**config.mk**
```make
export PLATFORM = sky130hd
export DESIGN_NAME = netlist_eval_engine_flat
export DESIGN_NICKNAME = d
export VERILOG_FILES = /design/src/rtl/netlist_eval_pkg.sv /design/src/rtl/netlist_eval_engine_if.sv /design/src/rtl/gate_eval_cell.sv /design/src/rtl/netlist_eval_engine.sv /design/src/flat_wrapper.sv
export SDC_FILE = /design/constraint.sdc
export NUM_CORES = 1
export LEC_CHECK = 0
export BUFFER_PORTS_ARGS = -buffer_cell sky130_fd_sc_hd__buf_4
export CAP_MARGIN = 20
export CORE_ASPECT_RATIO = 0.8
export CORE_MARGIN = 5
export CORE_UTILIZATION = 45
export DETAILED_ROUTE_END_ITERATION = 10
export MAX_ROUTING_LAYER = met4
export PLACE_DENSITY = 0.62
export RECOVER_POWER = 100
export SKIP_CTS_REPAIR_TIMING = 1
export SYNTH_ARGS = -nofsm -noshare
export SYNTH_HDL_FRONTEND = slang
export SYNTH_SLANG_ARGS = --single-unit
```
**constraint.sdc**
```tcl
create_clock -name clk -period 18.96 [get_ports clk]
set_input_delay 0.948 -clock clk [delete_from_list [all_inputs] [get_ports clk]]
set_output_delay 0.948 -clock clk [all_outputs]
set_load 0.1 [all_outputs]
```
**src/rtl/netlist_eval_pkg.sv**
```systemverilog
`default_nettype none
// ============================================================================
// Module   : netlist_eval_pkg
// Purpose  : Shared types and defaults for the netlist evaluation engine.
// Revision : 1.0
// ============================================================================
package netlist_eval_pkg;

    localparam int NET_W_DEFAULT = 8;
    localparam int CNT_W_DEFAULT = 16;

    typedef enum logic [1:0] {
        GT_INV   = 2'd0,
        GT_NAND2 = 2'd1,
        GT_NOR2  = 2'd2,
        GT_RSVD  = 2'd3
    } gate_type_e;

    typedef enum logic [1:0] {
        EC_NONE       = 2'd0,
        EC_RSVD_TYPE  = 2'd1,
        EC_UNKNOWN_IN = 2'd2,
        EC_MULTI_DRV  = 2'd3
    } err_code_e;

    typedef enum logic [2:0] {
        ST_IDLE = 3'd0,
        ST_LOAD = 3'd1,
        ST_EVAL = 3'd2,
        ST_DONE = 3'd3,
        ST_ERR  = 3'd4
    } state_e;

endpackage
`default_nettype wire

```
**src/rtl/netlist_eval_engine_if.sv**
```systemverilog
`default_nettype none
// ============================================================================
// Module   : netlist_eval_engine_if
// Purpose  : Load, gate-stream, read-back and status bundle of the engine.
// Revision : 1.0
// ============================================================================
interface netlist_eval_engine_if #(
    parameter int NET_W = netlist_eval_pkg::NET_W_DEFAULT,
    parameter int CNT_W = netlist_eval_pkg::CNT_W_DEFAULT
);
    logic             start;
    logic             pi_valid;
    logic [NET_W-1:0] pi_id;
    logic             pi_val;
    logic             load_done;
    logic             g_valid;
    logic             g_ready;
    logic [1:0]       g_type;
    logic [NET_W-1:0] g_out;
    logic [NET_W-1:0] g_a1;
    logic [NET_W-1:0] g_a2;
    logic             g_last;
    logic [NET_W-1:0] rd_id;
    logic             rd_val;
    logic             busy;
    logic             done;
    logic             err;
    logic [1:0]       err_code;
    logic [CNT_W-1:0] gate_cnt;

    modport master (
        output start, pi_valid, pi_id, pi_val, load_done,
        output g_valid, g_type, g_out, g_a1, g_a2, g_last, rd_id,
        input  g_ready, rd_val, busy, done, err, err_code, gate_cnt
    );

    modport slave (
        input  start, pi_valid, pi_id, pi_val, load_done,
        input  g_valid, g_type, g_out, g_a1, g_a2, g_last, rd_id,
        output g_ready, rd_val, busy, done, err, err_code, gate_cnt
    );
endinterface
`default_nettype wire

```
**src/rtl/gate_eval_cell.sv**
```systemverilog
`default_nettype none
// ============================================================================
// Module   : gate_eval_cell
// Purpose  : Combinational INV/NAND2/NOR2 evaluator with reserved-type flag.
// Revision : 1.0
// ============================================================================
module gate_eval_cell
    import netlist_eval_pkg::*;
(
    input  wire logic [1:0] g_type,
    input  wire logic       a1,
    input  wire logic       a2,
    output logic            zn,
    output logic            rsvd
);
    always_comb begin
        zn   = 1'b0;
        rsvd = 1'b0;
        case (gate_type_e'(g_type))
            GT_INV:   zn = ~a1;
            GT_NAND2: zn = ~(a1 & a2);
            GT_NOR2:  zn = ~(a1 | a2);
            default:  rsvd = 1'b1;
        endcase
    end
endmodule
`default_nettype wire

```
**src/rtl/netlist_eval_engine.sv**
```systemverilog
`default_nettype none
// ============================================================================
// Module   : netlist_eval_engine
// Purpose  : Loads primary inputs, evaluates a levelized gate stream into a
//            net array and exposes any net through a registered read port.
//            Optional NETEVAL_XCHECK_EN adds known-bit input/driver checks.
// Revision : 1.0
// ============================================================================
module netlist_eval_engine
    import netlist_eval_pkg::*;
#(
    parameter int NET_W    = NET_W_DEFAULT,
    parameter int NUM_NETS = 2**NET_W,
    parameter int CNT_W    = CNT_W_DEFAULT
) (
    input wire logic clk,
    input wire logic rst,
    netlist_eval_engine_if.slave bus
);
    state_e              state_q, state_d;
    logic [NUM_NETS-1:0] net_q, net_d;
    logic [CNT_W-1:0]    gate_cnt_q, gate_cnt_d;
    err_code_e           err_code_q, err_code_d;
    logic                g_ready_q, g_ready_d;
    logic                busy_q, busy_d;
    logic                done_q, done_d;
    logic                err_q, err_d;
    logic                rd_val_q, rd_val_d;

    logic                accept;
    logic                zn;
    logic                rsvd;
    err_code_e           gate_err;

    function automatic logic in_range(input logic [NET_W-1:0] id);
        return int'(id) < NUM_NETS;
    endfunction

    function automatic logic bit_rd(input logic [NUM_NETS-1:0] arr, input logic [NET_W-1:0] id);
        return in_range(id) ? arr[id] : 1'b0;
    endfunction

    gate_eval_cell u_gate_eval_cell (
        .g_type (bus.g_type),
        .a1     (bit_rd(net_q, bus.g_a1)),
        .a2     (bit_rd(net_q, bus.g_a2)),
        .zn     (zn),
        .rsvd   (rsvd)
    );

    assign accept = (state_q == ST_EVAL) && bus.g_valid && g_ready_q;

`ifdef NETEVAL_XCHECK_EN
    logic [NUM_NETS-1:0] known_q, known_d;
    logic                a1_unknown, a2_unknown, out_driven;

    // INV ignores A2, so only two-input gates demand a known A2.
    assign a1_unknown = ~bit_rd(known_q, bus.g_a1);
    assign a2_unknown = ((bus.g_type == GT_NAND2) || (bus.g_type == GT_NOR2))
                        && ~bit_rd(known_q, bus.g_a2);
    assign out_driven = bit_rd(known_q, bus.g_out);
`endif

    always_comb begin
        gate_err = EC_NONE;
        if (rsvd) begin
            gate_err = EC_RSVD_TYPE;
        end
`ifdef NETEVAL_XCHECK_EN
        else if (a1_unknown || a2_unknown) begin
            gate_err = EC_UNKNOWN_IN;
        end else if (out_driven) begin
            gate_err = EC_MULTI_DRV;
        end
`endif
    end

    always_comb begin
        state_d    = state_q;
        net_d      = net_q;
        gate_cnt_d = gate_cnt_q;
        err_code_d = err_code_q;
`ifdef NETEVAL_XCHECK_EN
        known_d    = known_q;
`endif
        case (state_q)
            ST_IDLE, ST_DONE, ST_ERR: begin
                if (bus.start) begin
                    state_d    = ST_LOAD;
                    net_d      = '0;
                    gate_cnt_d = '0;
                    err_code_d = EC_NONE;
`ifdef NETEVAL_XCHECK_EN
                    known_d    = '0;
`endif
                end
            end
            ST_LOAD: begin
                if (bus.pi_valid && in_range(bus.pi_id)) begin
                    net_d[bus.pi_id] = bus.pi_val;
`ifdef NETEVAL_XCHECK_EN
                    known_d[bus.pi_id] = 1'b1;
`endif
                end
                if (bus.load_done) begin
                    state_d = ST_EVAL;
                end
            end
            ST_EVAL: begin
                if (accept) begin
                    if (gate_err != EC_NONE) begin
                        state_d    = ST_ERR;
                        err_code_d = gate_err;
                    end else begin
                        if (in_range(bus.g_out)) begin
                            net_d[bus.g_out] = zn;
`ifdef NETEVAL_XCHECK_EN
                            known_d[bus.g_out] = 1'b1;
`endif
                        end
                        if (!(&gate_cnt_q)) begin
                            gate_cnt_d = gate_cnt_q + CNT_W'(1);
                        end
                        if (bus.g_last) begin
                            state_d = ST_DONE;
                        end
                    end
                end
            end
            default: state_d = ST_IDLE;
        endcase

        // Status flags are registered from the next state so they align with it.
        g_ready_d = (state_d == ST_EVAL);
        busy_d    = (state_d == ST_LOAD) || (state_d == ST_EVAL);
        done_d    = (state_d == ST_DONE);
        err_d     = (state_d == ST_ERR);
        rd_val_d  = bit_rd(net_q, bus.rd_id);
    end

    always_ff @(posedge clk or posedge rst) begin
        if (rst) begin
            state_q    <= ST_IDLE;
            net_q      <= '0;
            gate_cnt_q <= '0;
            err_code_q <= EC_NONE;
            g_ready_q  <= 1'b0;
            busy_q     <= 1'b0;
            done_q     <= 1'b0;
            err_q      <= 1'b0;
            rd_val_q   <= 1'b0;
`ifdef NETEVAL_XCHECK_EN
            known_q    <= '0;
`endif
        end else begin
            state_q    <= state_d;
            net_q      <= net_d;
            gate_cnt_q <= gate_cnt_d;
            err_code_q <= err_code_d;
            g_ready_q  <= g_ready_d;
            busy_q     <= busy_d;
            done_q     <= done_d;
            err_q      <= err_d;
            rd_val_q   <= rd_val_d;
`ifdef NETEVAL_XCHECK_EN
            known_q    <= known_d;
`endif
        end
    end

    assign bus.g_ready  = g_ready_q;
    assign bus.busy     = busy_q;
    assign bus.done     = done_q;
    assign bus.err      = err_q;
    assign bus.err_code = err_code_q;
    assign bus.gate_cnt = gate_cnt_q;
    assign bus.rd_val   = rd_val_q;
endmodule
`default_nettype wire

```
**src/flat_wrapper.sv**
```systemverilog
// flat-port wrapper written by rule: the top's interface ports become plain ports
module netlist_eval_engine_flat import netlist_eval_pkg::*;
#(
    parameter int NET_W    = NET_W_DEFAULT,
    parameter int NUM_NETS = 2**NET_W,
    parameter int CNT_W    = CNT_W_DEFAULT
)
  (clk, rst, bus_start, bus_pi_valid, bus_pi_id, bus_pi_val, bus_load_done, bus_g_valid, bus_g_type, bus_g_out, bus_g_a1, bus_g_a2, bus_g_last, bus_rd_id, bus_g_ready, bus_rd_val, bus_busy, bus_done, bus_err, bus_err_code, bus_gate_cnt);
  netlist_eval_engine_if #(.NET_W(NET_W), .CNT_W(CNT_W)) bus_i ();
  input wire logic clk;
  input wire logic rst;
  input wire logic [$bits(bus_i.start)-1:0] bus_start;
  input wire logic [$bits(bus_i.pi_valid)-1:0] bus_pi_valid;
  input wire logic [$bits(bus_i.pi_id)-1:0] bus_pi_id;
  input wire logic [$bits(bus_i.pi_val)-1:0] bus_pi_val;
  input wire logic [$bits(bus_i.load_done)-1:0] bus_load_done;
  input wire logic [$bits(bus_i.g_valid)-1:0] bus_g_valid;
  input wire logic [$bits(bus_i.g_type)-1:0] bus_g_type;
  input wire logic [$bits(bus_i.g_out)-1:0] bus_g_out;
  input wire logic [$bits(bus_i.g_a1)-1:0] bus_g_a1;
  input wire logic [$bits(bus_i.g_a2)-1:0] bus_g_a2;
  input wire logic [$bits(bus_i.g_last)-1:0] bus_g_last;
  input wire logic [$bits(bus_i.rd_id)-1:0] bus_rd_id;
  output wire logic [$bits(bus_i.g_ready)-1:0] bus_g_ready;
  output wire logic [$bits(bus_i.rd_val)-1:0] bus_rd_val;
  output wire logic [$bits(bus_i.busy)-1:0] bus_busy;
  output wire logic [$bits(bus_i.done)-1:0] bus_done;
  output wire logic [$bits(bus_i.err)-1:0] bus_err;
  output wire logic [$bits(bus_i.err_code)-1:0] bus_err_code;
  output wire logic [$bits(bus_i.gate_cnt)-1:0] bus_gate_cnt;
  assign bus_i.start = bus_start;
  assign bus_i.pi_valid = bus_pi_valid;
  assign bus_i.pi_id = bus_pi_id;
  assign bus_i.pi_val = bus_pi_val;
  assign bus_i.load_done = bus_load_done;
  assign bus_i.g_valid = bus_g_valid;
  assign bus_i.g_type = bus_g_type;
  assign bus_i.g_out = bus_g_out;
  assign bus_i.g_a1 = bus_g_a1;
  assign bus_i.g_a2 = bus_g_a2;
  assign bus_i.g_last = bus_g_last;
  assign bus_i.rd_id = bus_rd_id;
  assign bus_g_ready = bus_i.g_ready;
  assign bus_rd_val = bus_i.rd_val;
  assign bus_busy = bus_i.busy;
  assign bus_done = bus_i.done;
  assign bus_err = bus_i.err;
  assign bus_err_code = bus_i.err_code;
  assign bus_gate_cnt = bus_i.gate_cnt;
  netlist_eval_engine #(.NET_W(NET_W), .NUM_NETS(NUM_NETS), .CNT_W(CNT_W)) u_core (.clk(clk), .rst(rst), .bus(bus_i));
endmodule
```
# Word-level counts from Yosys, hierarchy flattened
# Cells that the tools add are included.
[totals]
register_bits = 282
latchBits = 0
ramBits = 0
mem_bits_ro = 0
inputBits = 50
output_inout_bits = 23
wordCells = 88
n_memories = 0
[classes]
addsub = 1
multipliers = 0
div = 0
n_lt_le_gt_ge = 7
n_eq_ne = 16
shift = 0
muxes = 34
bitwise = 5
n_reduce_logical = 16
[op_table]
columns = ["op", "n"]
rows = [
  ["two-way mux 256 bit", 4],
  ["one-hot mux 256 bit (3 select lines)", 1],
  ["bitwise mux 256 bit", 2],
  ["two-way mux 16 bit", 4],
  ["less-than comparator 8 x 9 -> 1 bit (second input constant)", 5],
  ["one-hot mux 16 bit (2 select lines)", 1],
  ["binary-select mux 1 bit (select 8 bit)", 3],
  ["adder 16 x 1 -> 16 bit (second input constant)", 1],
  ["demux 1 bit (select 8 bit)", 2],
  ["greater-or-equal comparator 8 x 1 -> 1 bit (second input constant)", 2],
  ["AND reduction 16 bit", 1],
  ["two-way mux 3 bit", 5],
  ["== test 3 x 2 -> 1 bit (second input constant)", 4],
  ["!= test 2 bit (second input constant)", 5],
  ["AND reduction 5 bit", 2],
  ["one-hot mux 3 bit (3 select lines)", 1],
  ["== test 3 x 1 -> 1 bit (second input constant)", 2],
  ["== test 3 bit (second input constant)", 2],
  ["two-way mux 1 bit", 6],
  ["two-way mux 2 bit", 3],
  ["OR reduction 3 bit", 2],
  ["logical AND 1 bit", 4],
  ["one-hot mux 2 bit (2 select lines)", 1],
  ["AND reduction 4 bit", 1],
  ["other kinds (12)", 15],
]

# Longest topological paths before layout
[depth]
ltp_word = 9
ltp_mapped = 15
depth_no_buf = 9

# Modules after synthesis
# A second synthesis with hierarchy kept.
[hier_totals]
cells_unflattened = 3405
hier_area_um2 = 25627.1
[by_module_without_submodules]
columns = ["mod", "n_inst", "cells_per_inst", "area_per_inst_um2", "seq_area_each_um2"]
rows = [
  ["netlist_eval_engine", 1, 3402, 25594.5, 7031.7],
  ["gate_eval_cell", 1, 3, 32.5, 0.0],
]

# Worst setup path before layout
# OpenSTA, ideal clock, no wires.
[synth_timing]
path_kind = "input to register"
from = "in bus_rd_id[0]"
to = "reg u_core.rd_val_q (netlist: u_core.bus.rd_val)"
setup_time_ps = 138
arrival_time_ps = 3789
required_time_ps = 18822
setup_slack_ps = 15033
path_stages = 6
n_path_buf = 2
path_cell_list = "clkbuf_1 buf_1 mux4_2 mux4_2 mux4_2 mux4_2"
[synth_between]
elab_chain_cells = 2
[synth_rtl]
columns = ["element", "line_no", "rtl"]
rows = [
  ["start, declared", "flat_wrapper.sv:23", "input wire logic [$bits(bus_i.rd_id)-1:0] bus_rd_id;"],
  ["binary-select mux 1 bit (select 8 bit)", "netlist_eval_engine.sv:40", "return in_range(id) ? arr[id] : 1'b0;"],
  ["two-way mux 1 bit (implied by the code)", "netlist_eval_engine.sv:40", ""],
  ["via u_core.rd_val_d", "netlist_eval_engine.sv:28", "logic rd_val_q, rd_val_d;"],
  ["end signal, assigned", "netlist_eval_engine.sv:164", "rd_val_q <= rd_val_d;"],
  ["end, declared", "netlist_eval_engine.sv:28", ""],
]
# The timed path passes the listed nets, and every way through them passes these cells. The select of a mux whose other input is x is not followed.
# A chain may end at the register's enable or synchronous reset.

# Final worst setup path
[layout_timing]
from = "in bus_g_a1[0]"
to = "reg u_core.net_q[12]"
[layout_between]
elab_chain_cells = 9
word_cells_on_any_way = 12
[layout_rtl]
columns = ["element", "line_no", "rtl"]
rows = [
  ["start, declared", "flat_wrapper.sv:20", "input wire logic [$bits(bus_i.g_a1)-1:0] bus_g_a1;"],
  ["binary-select mux 1 bit (select 8 bit) (*)", "netlist_eval_engine.sv:40", ""],
  ["two-way mux 1 bit (implied by the code) (*)", "netlist_eval_engine.sv:40", ""],
  ["OR 1 bit / AND 1 bit (equally long branches)", "gate_eval_cell.sv:22, gate_eval_cell.sv:21", ""],
  ["NOT 1 bit (on tied branches)", "gate_eval_cell.sv:22, gate_eval_cell.sv:21", ""],
  ["one-hot mux 1 bit (3 select lines) (*)", "gate_eval_cell.sv:19", "case (gate_type_e'(g_type))"],
  ["bitwise mux 256 bit (*)", "netlist_eval_engine.sv:116", "net_d[bus.g_out] = zn;"],
  ["two-way mux 256 bit (*)", "netlist_eval_engine.sv:111", "if (gate_err != EC_NONE) begin"],
  ["two-way mux 256 bit (*)", "netlist_eval_engine.sv:110", "if (accept) begin"],
  ["one-hot mux 256 bit (3 select lines) (*)", "netlist_eval_engine.sv:86", "case (state_q)"],
  ["end signal, assigned", "netlist_eval_engine.sv:157", "net_q <= net_d;"],
  ["end, declared", "netlist_eval_engine.sv:21", "logic [NUM_NETS-1:0] net_q, net_d;"],
]
# Every way passes the cells marked *; elsewhere a longest branch is shown, timed or not. The select of a mux whose other input is x is not followed.

==> results.toml <==
[logic_synthesis]
synthesis.area_per_instance_um2 = 9.00
synthesis.area_um2 = 25100
netlist_instances = 2789
synth.ff_latch_count = 281
synth.net_count = 2840
ys_async_sr_fraction_pct = 100
synth.yosys.warnings = 0
synth_enable_flop_cells = 0
post_synth_top_flop = "sky130_fd_sc_hd__dfrtp_1"
sequential_fraction_of_the_synthesis_area_pct = 28.0
netlist-cell-type-count = 68

[critical_path]
crit_path_cell_trace = "clkbuf_1, clkbuf_1, nand3b_1, o22ai_1, a2111oi_0, mux2_1, a22o_1, nor4_1, o32ai_1, nor2_1, buf_4, o31ai_1"
critPathBufInv = 3
critPathTopFamily = "buffers and inverters"
ff2ff_path_depth = 9
worstSetupStartpoint = "bus_g_a1[0]"
cp_slowest_stage_delay_ps = 2740
cp_required_ps = 19380
worst-setup-path-type = "in2reg"
dominant_cell_type_by_count_on_the_critical_path = "sky130_fd_sc_hd__clkbuf_1"
r2r_startpoint = "u_core.state_q[1]"
critical_path_cell_count = 12
cp.arrival_ps = 11120
crit-reg2reg-capture = "u_core.net_q[12]"
end_kind = "flip-flop"
crit_path_max_fanout = 65
critPathLaunchType = "input port"
crit_path_top_delay_cell = "sky130_fd_sc_hd__clkbuf_1"
r2r_slack_ps = 12780

[run_status]
failing_checks = "max-capacitance violations, max-slew violations"
status = "finished, violations left"

[floorplan]
die_width_um = 274
die_y_um = 221
die-area_um2 = 60600
core_area_um2 = 55200
start_util_pct = 45.5
cell_row_count = 77
pin_count = 73

[placement]
place.gp.congestion = 1.05
io_buffers = 71
hpwl_mm = 77.4

[clock_tree]
clkSinkCount = 281
tritoncts_buffer_count = 35
cts_root_buffer = "sky130_fd_sc_hd__clkbuf_16"
clock_insertion_delay_worst_skew_ps = 580
clk_pin_slew_worst_paths_ps = 60
cts_buffer_depth = 3
tritoncts = "yes"
cts.htree.levels = 2

[timing]
grt_setup_unrepaired = "no"
timing.fmax_mhz = 93.4
final.setup_skew_ps = 26.8
timing.setup.tns_ps = 0
drv_slew = 583
hold_viol = 0
max_slew_margin_pct = -190
min_period_ps = 10700
finalCritPeriodShare_pct = 56.4
worst-slew-pin-transition_ps = 4320
setup_viol_count_final = 0

[drt]
routed_via_density = 7.85
routed-via-count = 26873
drt_drc_violations_left = 0
ant_nets = 0
drt-initial-drc-count = 5302
count_of_tritonroute_iterations_in_the_first_routing_pass = 6
wire_length_reported_by_the_detailed_router_mm = 131
drt-wirelength-per-cell_um = 38.1

[power]
clock_network_fraction_of_design_power_pct = 28.4
ir_drop_mv = 0.356
seq_power_share_pct = 26.8
switchingPower_mw = 1.12
internal-power_mw = 1.25
power.density_cell_area_nw_per_um2 = 89.1
power_frac_comb_pct = 44.7
p_leak_nw = 9.72
power.share.switching_pct = 47.2
p_total_mw = 2.37

[global_route]
antenna_found_initial = 2
grt_pass1_vias = 25603
global_route.usage.total_pct = 42.4
grt_overflow_total = 0
grt_start_max_net_pins = 185
grt_first_pass_wirelength_mm = 185

[min_path]
worst_hold_path.endpoint = "u_core.bus.err_code[0]"
worstHoldPathType = "reg2reg"
min-delay-start = "u_core.bus.err_code[0]"
hold_path_depth = 2

[cells_and_area]
most_frequent_cells_in_the_layout = "484 x sky130_fd_sc_hd__a21oi_1, 281 x sky130_fd_sc_hd__dfrtp_1, 255 x sky130_fd_sc_hd__nor2_1"
synthToLayoutAreaGrowth_pct = 5.91
fin_nets = 2700
fillerInstances = 5256
layout.cells.most_common = "sky130_fd_sc_hd__a21oi_1"
ratio_of_cells_with_drive_above_1_in_the_final_layout_pct = 16.6

[run]
cap_violations = 11
[cell type report]
cell class | instances | area, um^2 | share of cell area [%]
timing repair buffer | 176 | 1290 | 4.86
antenna | 3 | 7.51 | 0.0282
inverter | 16 | 61.3 | 0.231
sequential | 281 | 7030 | 26.5
clock buffer | 53 | 1030 | 3.89
multi-input combinational | 2139 | 16200 | 60.8
clock inverter | 5 | 40.0 | 0.151
tap | 750 | 938 | 3.53
[stage by stage]
| step | hold WS, ps | worst slack (ps) | instances | util, % | cell area (um^2) |
|---|---|---|---|---|---|
| after floorplan | 516 | 10260 | 2789 | - | 25100 |
| after global placement | 532 | 12580 | 3352 | 47.1 | 26000 |
| after detailed placement | 546 | 12580 | 3356 | 47.1 | 26000 |
| after CTS | 491 | 13140 | 3414 | 49.1 | 27100 |
| after global routing | 591 | 7530 | 3422 | 48.1 | 26600 |
| final | 545 | 8260 | 3423 | 48.1 | 26600 |
[logic make-up after synthesis]
family	count (synthesis)	share of synthesized area, %
compound gates	1316	35.4
simple gates	536	9.60
buf+inv	369	6.47
flops	281	28.0
mux	273	20.0
xor+xnor	12	0.419
fa+ha+maj	1	0.0498
other cells	1	0.0149
[worst min-delay path: cells and delay by family, from the launching register on]
family | cells | cell delay, ps
buffers and inverters | 1 | 60
AO/OA/AOI/OAI | 1 | 70
flip-flops | 1 | 370
[worst max path at each step]
stage                                   end
after global routing       u_core.net_q[20]
final                      u_core.net_q[12]
after detailed placement  u_core.net_q[253]
after global placement     u_core.net_q[96]
after CTS                 u_core.net_q[253]
after floorplan             u_core.bus.busy
[power groups by stage]
stage | clock network (mW) | logic (mW) | registers, mW
6_report | 0.673 | 1.06 | 0.635
5_1_grt | 0.694 | 1.11 | 0.637
4_1_cts | 0.675 | 1.02 | 0.634
3_5_place_dp | 0 | 1.01 | 0.645
3_3_place_gp | 0 | 0.988 | 0.644
2_1_floorplan | 0 | 0.706 | 0.671
[state kept, by name, summed over array words and instances, names as in the netlist]
| name | cells |
|---|---|
| u_core.bus.err_code | 1 |
| u_core.bus.err | 1 |
| u_core.state_q | 3 |
| u_core.bus.rd_val | 1 |
| u_core.bus.done | 1 |
| u_core.bus.busy | 1 |
| u_core.net_q | 256 |
| u_core.bus.gate_cnt | 16 |
| u_core.bus.g_ready | 1 |
[routing by layer]
metal | track usage, % | wire length (um) | up-vias
met5 | - | 0 | -
met4 | 26.0 | 10500 | 0
met3 | 18.9 | 23000 | 659
met2 | 54.3 | 50700 | 2565
met1 | 54.3 | 46400 | 13121
li1 | - | - | 10528
[Yosys cell counts (5+ instances only)]
cell type	n	share of area, %
sky130_fd_sc_hd__nand4_1	9	0.22
sky130_fd_sc_hd__mux2i_1	81	3.2
sky130_fd_sc_hd__o31ai_1	146	4.4
sky130_fd_sc_hd__a22oi_1	7	0.21
sky130_fd_sc_hd__nor2_1	270	4.0
sky130_fd_sc_hd__nand3b_1	6	0.18
sky130_fd_sc_hd__clkbuf_1	283	4.2
sky130_fd_sc_hd__o2bb2ai_1	5	0.17
sky130_fd_sc_hd__and2_1	7	0.17
sky130_fd_sc_hd__buf_1	16	0.24
sky130_fd_sc_hd__and3_1	5	0.12
sky130_fd_sc_hd__buf_2	22	0.44
sky130_fd_sc_hd__o21ai_0	194	3.9
sky130_fd_sc_hd__a21oi_1	484	9.7
sky130_fd_sc_hd__o221ai_1	5	0.17
sky130_fd_sc_hd__dfrtp_1	281	28
sky130_fd_sc_hd__a2111oi_0	8	0.28
sky130_fd_sc_hd__o21a_1	88	2.6
sky130_fd_sc_hd__nand3_1	46	0.92
sky130_fd_sc_hd__a31oi_1	54	1.3
sky130_fd_sc_hd__nor2b_1	30	0.75
sky130_fd_sc_hd__nand2b_1	18	0.45
sky130_fd_sc_hd__nor4_1	13	0.32
sky130_fd_sc_hd__o211ai_1	9	0.27
sky130_fd_sc_hd__xnor2_1	5	0.17
sky130_fd_sc_hd__xor2_1	7	0.24
sky130_fd_sc_hd__inv_1	12	0.18
sky130_fd_sc_hd__nand2_1	81	1.2
sky130_fd_sc_hd__buf_4	6	0.18
sky130_fd_sc_hd__o31ai_2	104	5.2
sky130_fd_sc_hd__buf_6	25	1.1
sky130_fd_sc_hd__mux4_2	182	16
sky130_fd_sc_hd__or3_1	8	0.20
sky130_fd_sc_hd__o31a_1	163	5.7
sky130_fd_sc_hd__mux2_2	10	0.45
sky130_fd_sc_hd__o22ai_1	19	0.47
sky130_fd_sc_hd__nor3_1	32	0.64
Note: power is estimated with default switching activity, not from simulation.
